## config.mk

```make
export PLATFORM = sky130hd
export DESIGN_NAME = spatial_mult_accumulator
export DESIGN_NICKNAME = d
export VERILOG_FILES = /design/src/rtl/spatial_mult_accumulator.sv
export SDC_FILE = /design/constraint.sdc
export NUM_CORES = 1
export LEC_CHECK = 0
export BUFFER_PORTS_ARGS = -buffer_cell sky130_fd_sc_hd__buf_2
export CAP_MARGIN = 5
export CORE_ASPECT_RATIO = 0.7
export CORE_MARGIN = 10
export CORE_UTILIZATION = 38
export CTS_CLUSTER_SIZE = 24
export DETAILED_ROUTE_END_ITERATION = 8
export GPL_ROUTABILITY_DRIVEN = 1
export PLACE_DENSITY = 0.58
export REMOVE_ABC_BUFFERS = 1
export SLEW_MARGIN = 5
export SYNTH_ARGS = -nofsm -noshare
export SYNTH_HDL_FRONTEND = slang
export SYNTH_SLANG_ARGS = --single-unit
```

## constraint.sdc

```tcl
create_clock -name clk -period 3.25 [get_ports clk]
set_input_delay 0.65 -clock clk [delete_from_list [all_inputs] [get_ports clk]]
set_output_delay 0.65 -clock clk [all_outputs]
set_load 0.01 [all_outputs]
```

## src/rtl/spatial_mult_accumulator.sv

```systemverilog
// Temporal accumulator behind the shift-add multiplier tree.
// Sums a programmed number of signed beats into a wide register and presents the total.
module spatial_mult_accumulator #(
  parameter int PRECISION = 8,
  parameter int VEC_SIZE  = 1,
  parameter int IN_WIDTH  = (2*PRECISION)+2+$clog2(VEC_SIZE),
  parameter int ACC_WIDTH = 32,
  parameter int CNT_WIDTH = 16
) (
  input  logic                 clk,
  input  logic                 reset,
  input  logic                 start,
  input  logic [CNT_WIDTH-1:0] num_acc,
  input  logic                 in_valid,
  input  logic [IN_WIDTH-1:0]  in_data,
  output logic                 in_ready,
  output logic                 out_valid,
  output logic [ACC_WIDTH-1:0] out_data,
  output logic                 out_ovf,
  input  logic                 out_ready,
  output logic                 busy
);

  typedef enum logic [1:0] {
    IDLE,
    ACCUM,
    DONE
  } state_t;

  state_t state;
  state_t state_nxt;

  logic [ACC_WIDTH-1:0] acc;
  logic [CNT_WIDTH-1:0] count;
  logic [CNT_WIDTH-1:0] n_reg;
  logic                 ovf;

  logic [ACC_WIDTH-1:0] beat_ext;
  logic [ACC_WIDTH-1:0] sum;
  logic                 fire;
  logic                 last;
  logic                 add_ovf;

  assign beat_ext = ACC_WIDTH'($signed(in_data));
  assign sum      = acc + beat_ext;
  assign add_ovf  = (acc[ACC_WIDTH-1] == beat_ext[ACC_WIDTH-1]) &&
                    (sum[ACC_WIDTH-1] != acc[ACC_WIDTH-1]);
  assign fire     = in_valid && in_ready;
  assign last     = (count == n_reg - CNT_WIDTH'(1));

  assign busy     = (state != IDLE);
  assign out_data = acc;
  assign out_ovf  = ovf;

  // State register.
  always_ff @(posedge clk) begin
    if (reset) state <= IDLE;
    else       state <= state_nxt;
  end

  // Next state and handshake decode; in_ready/out_valid depend on state only.
  always_comb begin
    state_nxt = state;
    in_ready  = 1'b0;
    out_valid = 1'b0;
    unique case (state)
      IDLE: begin
        if (start)
          state_nxt = (num_acc == '0) ? DONE : ACCUM;
      end
      ACCUM: begin
        in_ready = 1'b1;
        if (in_valid && last)
          state_nxt = DONE;
      end
      DONE: begin
        out_valid = 1'b1;
        if (out_ready)
          state_nxt = IDLE;
      end
      default: state_nxt = IDLE;
    endcase
  end

  // Accumulator, beat counter and sticky overflow.
  always_ff @(posedge clk) begin
    if (reset) begin
      acc   <= '0;
      count <= '0;
      n_reg <= '0;
      ovf   <= 1'b0;
    end else if (state == IDLE && start) begin
      acc   <= '0;
      count <= '0;
      n_reg <= num_acc;
      ovf   <= 1'b0;
    end else if (fire) begin
      acc   <= sum;
      count <= count + CNT_WIDTH'(1);
      if (add_ovf) ovf <= 1'b1;
    end
  end

endmodule

```

==> results of run 1 <==
==> per-layer routing <==
metal / vias to the layer above / global-route usage, % / share of wire, %
met2: 113 / 21.5 / 40
met1: 2082 / 21.3 / 53
met4: 0 / 3.65 / 1.1
met3: 11 / 3.97 / 5.5
li1: 2336 / - / -
met5: - / 0 / 0
==> stage by stage <==
step	hold slack [ns]	std cells	util, %	cell area [um^2]	setup TNS (ns)
after floorplan	0.442	581	-	4550	0
after global placement	0.452	835	44.6	5290	0
after detailed placement	0.460	835	44.6	5290	-0.122
after CTS	0.472	850	47.0	5570	0
after global routing	0.486	850	47.0	5570	0
final	0.468	850	47.0	5570	0
==> synthesized netlist by cell type, types with 5 or more instances <==
library cell,instances
dfxtp_1,67
or3_1,5
xnor2_1,30
nor3_1,12
inv_1,14
nand3_1,22
a21o_1,16
o211ai_1,5
a211oi_1,5
o21ai_0,24
o21ai_1,6
clkbuf_1,23
ha_1,33
nand4_1,12
nor4_1,8
and3_1,11
nor2_1,38
a21oi_1,67
xor2_1,24
nand2_1,110
nor2b_1,5
==> logic make-up after synthesis <==
kind of cell / share of synthesized area, %
XOR/XNOR: 10.2
adder cells (fa/ha/maj): 9.32
buffers and inverters: 3.31
multiplexers: 1.10
AND/OR/NAND/NOR: 25.4
flip-flops: 28.9
AO/OA/AOI/OAI: 21.8
==> where the power goes <==
part	switching, W	internal [W]	total [W]
sequential	0.0000350	0.000853	0.000888
combinational	0.000295	0.000217	0.000513
clock	0.000375	0.000587	0.000961
==> tightest hold or removal path: stages (launching register included) <==
cell     delay [ns]
dfxtp_1        0.32
nand2_1        0.05
a21oi_1        0.05
==> final cells by class <==
class	instances	area (um^2)
flip-flops and latches	67	1340
fillers	1201	6280
multi-input cells	500	3150
repair buffers	97	543
inverters	14	52.6
well taps	157	196
clock inverters	5	55.1
clock buffers	10	229
==> layout by cell type, fill, tap and decap left out, drive strengths merged, types with 5 or more instances in the layout <==
master / instances
nor3: 12
and3: 11
xor2: 24
nand3: 22
dfxtp: 67
inv: 14
o211ai: 5
a21oi: 68
nor4: 9
nand4: 12
buf: 97
ha: 33
xnor2: 30
or4: 5
a21o: 16
clkbuf: 10
or3: 5
a211oi: 8
o21ai: 30
nor2: 38
nor2b: 5
nand2: 110
==> how the worst max path moves through the flow <==
stage	cells after the start	endpoint	slack [ns]
final	12	out_data[24]	0.28
after global routing	10	out_data[29]	0.10
after CTS	12	out_data[24]	0.28
after detailed placement	12	out_data[24]	-0.07
after global placement	12	out_data[24]	0.009
after floorplan	10	out_data[28]	0.17
==> impl_metrics.tcl, run 1 <==
set metrics [dict create \
    clock_tree.root_cell "clkbuf_16" \
    leakage_nw 2.47 \
    synth_area_mm2 0.00465 \
    gr-total-overflow 0 \
    power_density_mw_per_mm2 424 \
    layout_min_cycle_time_ns 2.97 \
    synth_top_area_share_pct 28.9 \
    layout-drive-gt1-share_pct 18.0 \
    core_mm2 0.0119 \
    ios 75 \
    gp_congestion 0.843 \
    vdd_ir_drop_max_uv 244 \
    row_count 33 \
    max_freq_ghz 0.337 \
    dp_slack_ns -0.0693 \
    clk_pin_slew_worst_paths_ns 0.06 \
    hold_viol 0 \
    first_pass_iters 5 \
    rsz0062_at_grt "false" \
    dieWidth_um 152 \
    synth_seq_cells 67 \
    critPathBufInv 2 \
    cts_setup_buffers 0 \
    wirelength_mm 12.9 \
    r2r-start "out_data[0]" \
    cp_slowest_cell "fa_1" \
    cts_tree "yes" \
    hold_class "register to register" \
    dr.first_iter.drc_count 271 \
    r2r_setup_slack_ns 0.38 \
    drv_cap 0 \
    cts_buffers 9 \
    vias 4542 \
    start_kind "primary input" \
    grt_usage_pct 14.9 \
    period_share_pct 91.3 \
    clock_skew_ns 0.00987 \
    antenna_left 0 \
    place.detailed.hpwl_mm 9.91 \
    finalPower_w 0.00236 \
    yosys_warnings 0 \
    slew_viol_final 0 \
    path_delay_family "compound AO/OA/AOI/OAI gates" \
    synth_area_leaders "dfxtp_1 29%, ha_1 8.9%, nand2_1 8.9%" \
    drcViolationCount 0 \
    critPathCaptureType "register" \
    synth_cells 608 \
    fin_ws_ns 0.283 \
    hold_path.startpoint "out_data[15]" \
    die-area_mm2 0.0171 \
    htree_levels 3 \
    die_y_um 113 \
    diodes 0 \
    grt_max_degree 39 \
    post_cts_resized 0 \
    final_nets 762 \
    arrival_ns 3.19 \
    holdPathEnd "out_data[15]" \
    worstPathRequired_ns 3.48 \
    vias_per_cell 5.34 \
    critPathLaunch "in_data[0]" \
    seq_area_frac_synth_pct 28.9 \
    synth_flop_cell "dfxtp_1" \
    criticalPathCategory "primary input to register" \
    path_cells "buf_2, ha_1, fa_1, a211oi_1, o21ai_1, and3_1, o311a_1, o31ai_1, buf_4, o21bai_1, mux2i_1, nand2_1" \
    critPathMaxFanout 4 \
    slew_headroom_pct 66.6 \
    r2r-end "out_data[24]" \
    antenna_found_initial 0 \
    port_buffers 74 \
    cts_buffer_depth 2 \
    synth.largest_area_cell "dfxtp_1" \
    largest_reg_flops 32 \
    clk_latency_ns 0.34 \
    worstRegToRegCells 11 \
    cts_hold_buf 0 \
    tightest_slew_ns 0.497 \
    hold_path_depth 2 \
    synth_edf_count 0 \
    grt_pass1_vias 4311 \
    start_util_pct 39.2 \
    routedWlPerCell_um 15.1 \
    grt_pass1_wl_mm 21.7 \
    syn2layout_area_growth_pct 19.8 \
    finalSetupViolCount 0 \
    avgSynthCellArea_um2 7.64 \
    status "finished, final reports clean" \
    slowest_delay_ns 0.40 \
    synthArstFlopShare_pct 0 \
    synth_cell_types 59 \
    cts_num_sinks 67 \
]
(Power assumes the default switching activity.)
==> inputs of run 2 (changes only) <==
--- a/config.mk
+++ b/config.mk
@@ -5,15 +5,16 @@
 export SDC_FILE = /design/constraint.sdc
 export NUM_CORES = 1
 export LEC_CHECK = 0
-export BUFFER_PORTS_ARGS = -buffer_cell sky130_fd_sc_hd__buf_2
 export CAP_MARGIN = 5
 export CORE_ASPECT_RATIO = 0.7
 export CORE_MARGIN = 10
 export CORE_UTILIZATION = 38
+export CTS_BUF_LIST = sky130_fd_sc_hd__clkbuf_4
 export CTS_CLUSTER_SIZE = 24
 export DETAILED_ROUTE_END_ITERATION = 8
+export DONT_BUFFER_PORTS = 1
 export GPL_ROUTABILITY_DRIVEN = 1
-export PLACE_DENSITY = 0.58
+export PLACE_DENSITY = 0.53
 export REMOVE_ABC_BUFFERS = 1
 export SLEW_MARGIN = 5
 export SYNTH_ARGS = -nofsm -noshare
==> run 2 against run 1 <==
- register-to-register slack lost 0.11 ns
- via count shrank 5.8%
- critical path depth shrank 3
- clock skew grew 0.0082 ns
- sequential cell count is the same
- sequential power grew 1%
- worst hold slack lost 0.20 ns
- critical path type is now register to register
- largest cell class unchanged
- largest power group is now registers
==> impl_metrics.tcl, run 2 (same netlist as run 1, synthesis figures left out) <==
set metrics [dict create \
    r2r-end "out_ovf" \
    clk_pin_slew_worst_paths_ns 0.13 \
    critical_path.most_common_cell "a211oi_2" \
    cts_hold_buf 0 \
    hold_class "primary input to register" \
    nFillCells 1194 \
    path_cells "ha_1, a211oi_2, o211ai_1, a21o_1, a311o_2, a211oi_2, o32ai_1, or4_1, nand3_1" \
    fin_ws_ns 0.273 \
    antenna_found_initial 0 \
    layout_min_cycle_time_ns 2.98 \
    place.detailed.hpwl_mm 9.63 \
    start_util_pct 39.2 \
    cts_buffer_depth 2 \
    cts_tree "yes" \
    period_share_pct 91.6 \
    fin_tns_setup_ns 0 \
    slowest_delay_ns 0.51 \
    holdPathEnd "n_reg[3]" \
    syn2layout_area_growth_pct 6.95 \
    ios 75 \
    r2r_setup_slack_ns 0.27 \
    dp_slack_ns 0.0768 \
    critPathCaptureType "register" \
    drcViolationCount 0 \
    start_kind "register" \
    tightest_slew_ns 0.511 \
    slew_viol_final 0 \
    layout_commonest_cell "nand2_1" \
    grt_pass1_vias 3921 \
    die_y_um 113 \
    largest_reg_flops 32 \
    rsz0062_at_grt "false" \
    grt_pass1_wl_mm 20.8 \
    clock_tree.root_cell "clkbuf_4" \
    wirelength_mm 12.7 \
    clock_skew_ns 0.0180 \
    cts_setup_buffers 0 \
    critPathBufInv 0 \
    seqCellArea_mm2 0.00134 \
    hold_path.startpoint "reset" \
    power_density_mw_per_mm2 382 \
    diodes 0 \
    worstRegToRegCells 9 \
    cp_slowest_cell "dfxtp_1" \
    final_cell_mix "109 x nand2_1, 67 x a21oi_1, 67 x dfxtp_1" \
    cts_num_sinks 67 \
    critPathMaxFanout 4 \
    layout-drive-gt1-share_pct 6.73 \
    dr.first_iter.drc_count 284 \
    vias 4279 \
    grt_usage_pct 14.4 \
    gr-total-overflow 0 \
    path_delay_family "compound AO/OA/AOI/OAI gates" \
    max_freq_ghz 0.336 \
    clk_latency_ns 0.44 \
    cts_buffers 9 \
    hold_path_depth 1 \
    antenna_left 0 \
    finalPower_w 0.00190 \
    first_pass_iters 5 \
    core_mm2 0.0119 \
    finalSetupViolCount 0 \
    criticalPathCategory "register to register" \
    final_nets 677 \
    drv_cap 0 \
    routedWlPerCell_um 16.6 \
    row_count 33 \
    vdd_ir_drop_max_uv 199 \
    arrival_ns 3.35 \
    port_buffers 0 \
    hold_ws_ns 0.265 \
    multiInputGateArea_mm2 0.00315 \
    status "finished, final reports clean" \
    slew_headroom_pct 65.8 \
    htree_levels 3 \
    grt_max_degree 39 \
    gp_congestion 0.912 \
    r2r-start "out_data[1]" \
    final_util_pct 41.9 \
    worstPathRequired_ns 3.62 \
    post_cts_resized 0 \
    hold_viol 0 \
    vias_per_cell 5.59 \
    leakage_nw 2.01 \
    die-area_mm2 0.0171 \
    dieWidth_um 152 \
]
## run 2: cell count changes in the layout (fill, tap and decap cells not counted), sizes merged
cell	before	now
clkinv	2	4
clkbuf	10	9
clkinvlp	2	1
inv	14	15
buf	97	12
## run 2: how the worst max path moves through the flow
stage,start,end,slack [ns],cells past startpoint
4_1_cts,out_data[1],out_ovf,0.25,9
5_1_grt,out_data[1],out_ovf,0.09,9
6_report,out_data[1],out_ovf,0.27,9
3_3_place_gp,in_data[0],out_data[24],0.13,11
2_1_floorplan,in_data[0],out_data[28],0.17,10
3_5_place_dp,in_data[0],out_data[24],0.08,11
## run 2: final cells by class
| type | count | area share, % |
|---|---|---|
| Sequential cell | 67 | 27.0 |
| Tap cell | 157 | 3.95 |
| Timing Repair Buffer | 12 | 1.81 |
| Inverter | 14 | 1.06 |
| Clock inverter | 7 | 1.36 |
| Multi-Input combinational cell | 500 | 63.5 |
| Clock buffer | 9 | 1.36 |
## run 2: report_power, final
part / switching (W) / internal [W]
sequential: 0.0000465 / 0.000852
clock: 0.000329 / 0.000232
combinational: 0.000260 / 0.000179
## run 2: metrics by stage
step	std cells	area, um^2
3_3_place_gp	750	4830
3_5_place_dp	750	4830
5_1_grt	766	4970
2_1_floorplan	581	4550
4_1_cts	766	4970
6_report	766	4970
## run 2: per-layer routing
| layer | track usage (%) | share of wire [%] |
|---|---|---|
| met5 | 0 | 0 |
| met2 | 20.1 | 41 |
| met1 | 20.4 | 51 |
| met4 | 3.77 | 1.2 |
| met3 | 5.03 | 6.8 |
## run 2: worst register-to-register path: cells and delay by family (launching register included)
family	cells	cell delay, ns
and+or+nand+nor	2	0.58
adders and majority gates	1	0.32
DFF	1	0.51
AOI/OAI and AO/OA	6	1.53
